<file path="src/rtl/layer_compositor_pipe_pkg.sv">
// ============================================================================
// Module      : layer_compositor_pipe_pkg
// Description : Shared constants and helpers for the layer compositor.
// Revision    : 1.0 - initial release
// ============================================================================
`default_nettype none

package layer_compositor_pipe_pkg;

  localparam int CH_W_DEF = 4;

  localparam logic [1:0] MODE_CHANNEL_KEY = 2'd0;
  localparam logic [1:0] MODE_PIXEL_KEY   = 2'd1;
  localparam logic [1:0] MODE_BLEND       = 2'd2;

  // Bit offset of channel ch (0=B, 1=G, 2=R) inside a packed RGB pixel.
  function automatic int ch_lsb(input int ch, input int ch_w);
    return ch * ch_w;
  endfunction

endpackage

`default_nettype wire

</file>
<file path="src/rtl/layer_opacity_mask.sv">
// ============================================================================
// Module      : layer_opacity_mask
// Description : Per-channel opacity of one object layer for the active mode.
// Revision    : 1.0 - initial release
// ============================================================================
`default_nettype none

module layer_opacity_mask
  import layer_compositor_pipe_pkg::*;
#(
  parameter  int CH_W  = CH_W_DEF,
  localparam int PIX_W = 3 * CH_W
) (
  input  logic [PIX_W-1:0] pix,
  input  logic [1:0]       mode,
  input  logic [PIX_W-1:0] key,
  input  logic             en,
  output logic [2:0]       mask
);

  logic       w_key_mode;
  logic       w_pix_opq;
  logic [2:0] w_ch_opq;

  // Reserved mode 3 falls through to channel keying.
  assign w_key_mode = (mode == MODE_PIXEL_KEY) || (mode == MODE_BLEND);
  assign w_pix_opq  = (pix != key);

  genvar c;
  generate
    for (c = 0; c < 3; c++) begin : g_ch
      assign w_ch_opq[c] = |pix[ch_lsb(c, CH_W) +: CH_W];
    end
  endgenerate

  assign mask = !en       ? 3'b000 :
                w_key_mode ? {3{w_pix_opq}} :
                             w_ch_opq;

endmodule

`default_nettype wire

</file>
<file path="src/rtl/layer_compositor_pipe.sv">
// ============================================================================
// Module      : layer_compositor_pipe
// Description : Two-stage compositor of LAYERS object planes over a background.
// Revision    : 1.0 - initial release
// ============================================================================
`default_nettype none

module layer_compositor_pipe
  import layer_compositor_pipe_pkg::*;
#(
  parameter  int CH_W   = CH_W_DEF,
  parameter  int LAYERS = 3,
  localparam int PIX_W  = 3 * CH_W
) (
  input  logic                    clk,
  input  logic                    rst_n,
  input  logic [1:0]              cfg_mode,
  input  logic [LAYERS-1:0]       cfg_layer_en,
  input  logic [PIX_W-1:0]        cfg_key,
  input  logic                    in_valid,
  input  logic                    in_hs,
  input  logic                    in_vs,
  input  logic [PIX_W-1:0]        in_bg,
  input  logic [LAYERS*PIX_W-1:0] in_layers,
  output logic                    out_valid,
  output logic                    out_hs,
  output logic                    out_vs,
  output logic [PIX_W-1:0]        out_pix
);

  logic [1:0]              r_sh_mode;
  logic [LAYERS-1:0]       r_sh_en;
  logic [PIX_W-1:0]        r_sh_key;

  logic                    r_s1_valid;
  logic                    r_s1_hs;
  logic                    r_s1_vs;
  logic                    r_s1_blend;
  logic [PIX_W-1:0]        r_s1_bg;
  logic [LAYERS*PIX_W-1:0] r_s1_layers;
  logic [3*LAYERS-1:0]     r_s1_mask;

  logic [3*LAYERS-1:0]     w_mask;
  logic                    w_vs_rise;
  logic [PIX_W-1:0]        w_pix;

  // r_s1_vs doubles as the registered in_vs used for edge detection.
  assign w_vs_rise = in_vs && !r_s1_vs;

  always_ff @(posedge clk or negedge rst_n) begin
    if (!rst_n) begin
      r_sh_mode <= MODE_CHANNEL_KEY;
      r_sh_en   <= '1;
      r_sh_key  <= '0;
    end else if (w_vs_rise) begin
      r_sh_mode <= cfg_mode;
      r_sh_en   <= cfg_layer_en;
      r_sh_key  <= cfg_key;
    end
  end

  genvar k;
  generate
    for (k = 0; k < LAYERS; k++) begin : g_layer
      layer_opacity_mask #(
        .CH_W (CH_W)
      ) u_mask (
        .pix  (in_layers[k*PIX_W +: PIX_W]),
        .mode (r_sh_mode),
        .key  (r_sh_key),
        .en   (r_sh_en[k]),
        .mask (w_mask[3*k +: 3])
      );
    end
  endgenerate

  // Stage 1: capture pixel data with the mask computed from the current shadow.
  always_ff @(posedge clk or negedge rst_n) begin
    if (!rst_n) begin
      r_s1_valid  <= 1'b0;
      r_s1_hs     <= 1'b0;
      r_s1_vs     <= 1'b0;
      r_s1_blend  <= 1'b0;
      r_s1_bg     <= '0;
      r_s1_layers <= '0;
      r_s1_mask   <= '0;
    end else begin
      r_s1_valid  <= in_valid;
      r_s1_hs     <= in_hs;
      r_s1_vs     <= in_vs;
      r_s1_blend  <= (r_sh_mode == MODE_BLEND);
      r_s1_bg     <= in_bg;
      r_s1_layers <= in_layers;
      r_s1_mask   <= w_mask;
    end
  end

  genvar c;
  generate
    for (c = 0; c < 3; c++) begin : g_ch
      logic [CH_W-1:0] w_bg_ch;
      logic [CH_W-1:0] w_win;
      logic            w_any;
      logic [CH_W:0]   w_sum;

      assign w_bg_ch = r_s1_bg[ch_lsb(c, CH_W) +: CH_W];

      // Ascending scan so the highest-index opaque layer is the last to win.
      always_comb begin
        w_win = w_bg_ch;
        w_any = 1'b0;
        for (int i = 0; i < LAYERS; i++) begin
          if (r_s1_mask[3*i + c]) begin
            w_win = r_s1_layers[i*PIX_W + ch_lsb(c, CH_W) +: CH_W];
            w_any = 1'b1;
          end
        end
      end

      assign w_sum = {1'b0, w_win} + {1'b0, w_bg_ch};
      assign w_pix[ch_lsb(c, CH_W) +: CH_W] =
        (r_s1_blend && w_any) ? CH_W'(w_sum >> 1) : w_win;
    end
  endgenerate

  // Stage 2: output register, pixel forced to black during blanking.
  always_ff @(posedge clk or negedge rst_n) begin
    if (!rst_n) begin
      out_valid <= 1'b0;
      out_hs    <= 1'b0;
      out_vs    <= 1'b0;
      out_pix   <= '0;
    end else begin
      out_valid <= r_s1_valid;
      out_hs    <= r_s1_hs;
      out_vs    <= r_s1_vs;
      out_pix   <= r_s1_valid ? w_pix : '0;
    end
  end

endmodule

`default_nettype wire

</file>
<file path="config.mk">
export PLATFORM = sky130hd
export DESIGN_NAME = layer_compositor_pipe
export DESIGN_NICKNAME = d
export VERILOG_FILES = /design/src/rtl/layer_compositor_pipe_pkg.sv /design/src/rtl/layer_opacity_mask.sv /design/src/rtl/layer_compositor_pipe.sv
export SDC_FILE = /design/constraint.sdc
export NUM_CORES = 1
export LEC_CHECK = 0
export ABC_AREA = 1
export BUFFER_PORTS_ARGS = -buffer_cell sky130_fd_sc_hd__buf_4
export CORE_UTILIZATION = 30
export DETAILED_ROUTE_END_ITERATION = 16
export RECOVER_POWER = 25
export SETUP_SLACK_MARGIN = 0.1
export SYNTH_ARGS = -nofsm -noshare
export SYNTH_HDL_FRONTEND = slang
export SYNTH_HIERARCHICAL = 1
export SYNTH_SLANG_ARGS = --single-unit
</file>
<file path="constraint.sdc">
create_clock -name clk -period 2.15 [get_ports clk]
set_input_delay 0.3225 -clock clk [delete_from_list [all_inputs] [get_ports clk]]
set_output_delay 0.3225 -clock clk [all_outputs]
set_load 0.02 [all_outputs]
</file>
Yosys cells after proc, flatten, opt, wreduce, memory -nomap -nowiden
Cells that the tools add are included.

Register bits: 93. Input bits: 70. Output and inout port bits: 15.

Add/sub/neg operators: 3. Equal/unequal tests: 5. Muxes and demuxes: 28. Reductions and logical operators: 15.

Operators by type and width (count): $mux 4 (12); $ne 12x12->1 (3); $reduce_or 4->1 (9); $mux 3 (6); $add 4x4->5 (3); $mux 12 (1); $mux 1 (9); $logic_and 1x1->1 (4); $eq 2x1->1 const B (1); $eq 2x2->1 const B (1); $logic_not 1->1 (1); $logic_or 1x1->1 (1).

Longest topological paths before layout
Depth after elaboration: 6. Depth in mapped cells: 14.

Hierarchy
The synthesis kept the hierarchy.

By module, submodules not included: layer_compositor_pipe (instances 1, cells each 291, area each 3524.6 um^2, seq. area each 2331.0 um^2); layer_opacity_mask (instances 3, cells each 75, area each 322.8 um^2, seq. area each 0.0 um^2).

Worst setup path after synthesis
OpenSTA, ideal clock, no wires.

Path kind: reg-to-reg. Start point: register r_s1_mask[0]. End point: register out_pix[1]. Arrival: 1.558 ns. Setup slack: 0.458 ns. Cell stages (with the launch flop): 10. Buffers on the path: 0. Clock period less this slack: 1.692 ns. Cell sequence: dfrtp_1 > inv_2 > nand2_1 > o21ai_0 > o21ai_1 > o21ai_1 > fa_1 > xnor2_1 > o21ai_0 > a21oi_1.

Longest elaborated chain between the ends: 6.

Ends and longest elaborated chain: from (decl) (line layer_compositor_pipe.sv:41) `logic [3*LAYERS-1:0] r_s1_mask;`; from (signal assigned) (line layer_compositor_pipe.sv:94) `r_s1_mask <= w_mask;`; $mux 4 / $mux 1 (equally long branches) (3 in a row) (line layer_compositor_pipe.sv:113) `if (r_s1_mask[3*i + c]) begin`; $add 4x4->5 / $logic_and 1x1->1 (equally long branches) (line layer_compositor_pipe.sv:120, layer_compositor_pipe.sv:122); $mux 4 * (line layer_compositor_pipe.sv:122) `(r_s1_blend && w_any) ? CH_W'(w_sum >> 1) : w_win;`; $mux 12 * (line layer_compositor_pipe.sv:137) `out_pix <= r_s1_valid ? w_pix : '0;`; to (signal assigned) (line layer_compositor_pipe.sv:137); to (decl) (line layer_compositor_pipe.sv:28) `output logic [PIX_W-1:0] out_pix`.

Every way passes the cells marked *; elsewhere a longest branch is shown, timed or not. A chain may end at the register's enable or synchronous reset.

Final worst setup path
Start point: register r_s1_mask[2]. End point: register out_pix[11].

The elaborated chain is that of the path after synthesis.

==> metrics <==
Die ar.=between 0.015 and 0.02 mm2; startpoint types=register; buffer and inverter count on the worst path=2; Synth Register Bits=93; Crit path max-delay family=compound AO/OA/AOI/OAI gates; final setup fails=0; RD Place Congestion=~0.85; synth unique cells=26; Layout Utilization=0.3800; Fin Hold WS=101.4 ps; CP required=between 2000 and 2500 ps; Reg-to-Reg Start=r_s1_mask[2]$_DFF_PN0_; CP max stage cell=dfrtp_2; Slew headroom=0.6340; TNS Setup=0 ps; dpl ws=159.9 ps; share of cells above drive strength 1=0.2143; nets=approximately 690; DIE WIDTH=124.4 um; reg2reg path depth=10; router iterations before antenna repair=4; Cells after DPL=between 700 and 800; synth top area cells=dfrtp_1 50%, nand2_1 11%, inv_1 6.2%; Max Buffers Root-to-Sink=2; Initial DRC Count=302; worst path arrival time=2170 ps; Vias per Instance=~4.5; Tcrit/Tclk final=0.9085; Row Count=44; CP max FO=5; slew of the pin with the lowest slew margin=548.9 ps; Post-Syn Area=0.004493 mm2; io pins=85; non-filler instance count after layout=800; reg2reg end=out_pix[11]$_DFF_PN0_; CP Capture Type=register; vias in the first global route=between 3000 and 4000; Clock transition at path regs=70 ps; WP depth=10; first-pass GRT wire length=18570 um; Root Driver=clkbuf_16; Max rail drop VDD=0.3928 mV; antenna cells=0; DRC Markers=0; synth-to-layout area growth=23.39%; Crit path top cell by count=o21ai_0; Mapped Cells=between 500 and 600; RSZ-0062 raised after global routing=yes; Overflow after GRT=0; CTS tree=built; Hold Crit Class=input pin to register; critical path type=register to register; CTS sink cnt=93; Initial Utilization=0.3080; antenna violations before repair=0; Hold Path Sink=r_s1_bg[0]$_DFF_PN0_; CORE AREA=0.01459 mm2; Synth area leader=dfrtp_1; Tmin final=1953 ps; Yosys top cell area share=0.5013; Num CTS Buffers=9; Vias=around 3600; Cell Area, Placed=~0.0054 mm2; worst-path cell chain=inv_2, nor2_1, o31ai_1, o21ai_0, inv_1, ha_1, a21oi_1, o21ai_0, o21ai_0, a21oi_1; max-cap viol count=0; largest net degree at the start of global routing=between 40 and 50; status=completed; Clock Skews=6.913 ps; worst reg2reg setup slack=200 ps; WL per Instance=13.82 um; Syn Area/Cell=around 8.7 um2; leak pwr=2.807 nW; yosys warns=6; post-route design area=~0.0055 mm2; Power Density=between 800 and 900 mW/mm2; all-layer global routing usage=0.1542; Final ANT Viol Nets=0; Hold Violations, Final=0; die height=approximately 120 um; Max Freq=512.0 MHz; Final Slew Violations=0; worst stage delay on the critical path=460 ps; final worst slack=just under 200 ps; Power Total=4.744 mW; # H-tree levels=3; syn nets=598; Hold Crit Depth=1; hold_sp=in_bg[0]; sequential element share of the synthesized area=0.5188; Port Buffers=84; hpwl dp=8762 um; latest clock arrival within the worst-skew pair=350 ps; final WL=11060 um
## worst reg2reg max path, cell delays in order (launching register included)
cell and delay [ps]:
dfrtp_2 460, inv_2 110, nor2_1 50, o31ai_1 190
o21ai_0 170, inv_1 80, ha_1 260, a21oi_1 170
o21ai_0 90, o21ai_0 190, a21oi_1 60
## Yosys cell counts, drive strengths merged
cell type	instances
inv	89
nand3	9
dfstp	3
mux2	16
o211ai	6
o21ai	24
nand4	9
or2	3
ha	9
nor2	53
nand2	139
dfrtp	90
a21oi	40
o31ai	6
xnor2	12
clkbuf	1
buf	4
fa	3
## cell type report
cell class                 instances  area, um2
fill                            1473       9045
sequential                        93       2337
multi-input combinational        329       1826
timing repair buffer              89      539.3
inverter                          89      334.1
clock buffer                      11      242.7
tap                              184      230.2
clock inverter                     5      35.03
## worst max-delay path by stage
stage | from | end | slack [ps]
final | r_s1_mask[2]$_DFF_PN0_ | out_pix[11]$_DFF_PN0_ | 200
after CTS | r_s1_mask[2]$_DFF_PN0_ | out_pix[9]$_DFF_PN0_ | 130
after global routing | r_s1_mask[5]$_DFF_PN0_ | out_pix[9]$_DFF_PN0_ | 70
after detailed placement | r_s1_mask[2]$_DFF_PN0_ | out_pix[9]$_DFF_PN0_ | 160
after floorplan | r_s1_mask[0]$_DFF_PN0_ | out_pix[1]$_DFF_PN0_ | 460
after global placement | r_s1_mask[2]$_DFF_PN0_ | out_pix[11]$_DFF_PN0_ | 270
## layout by cell type (no fill, tap or decap), types with 5 or more instances in the layout
cell type	n
a21oi_1	40
buf_4	38
clkbuf_1	36
clkbuf_16	9
clkbuf_4	15
dfrtp_1	85
dfrtp_2	5
ha_1	9
inv_1	74
inv_2	15
mux2_2	16
nand2_1	130
nand2_2	9
nand3_1	7
nand4_1	9
nor2_1	47
o211ai_1	6
o21ai_0	10
o21ai_1	11
xnor2_1	11
## where the power goes
group | switching [mW] | internal [mW]
clock network | 0.680 | 0.818
registers | 0.192 | 1.93
logic | 0.650 | 0.475
total | 1.52 | 3.22
## logic make-up (layout without fill, tap and decap cells)
group                    count (synthesis)  count (layout)  share of synthesized area
adder cells (fa/ha/maj)                 12              12                    0.03843
AO/OA/AOI/OAI                           76              76                    0.09858
multiplexers                            16              16                    0.04010
buffers and inverters                   94             194                    0.07964
AND/OR/NAND/NOR                        213             213                     0.2011
XOR/XNOR                                12              12                    0.02339
flip-flops                              93              93                     0.5188
## sequential cells by signal (all words and copies together), names as in the netlist, 2 cells and up
signal,flops
out_pix,12
r_s1_bg,12
r_s1_layers,36
r_s1_mask,9
r_sh_en,3
r_sh_key,12
r_sh_mode,2
## layer usage
metal	GRT usage	vias to the layer above	routed length, um
li1	-	1805	-
met5	0	-	0
met2	0.2473	94	5235
met1	0.1957	1696	4941
met3	0.03179	25	499
met4	0.07938	0	383
## timing repair
action / 4_1_cts / 5_1_grt
hold buffers: 1 / 0
resized for setup: 0 / 15
endpoints found under the setup margin: 0 / 9
hold endpoints to repair: 39 / 0
setup buffers: 0 / 1
Note: power is estimated with default switching activity, not from simulation.
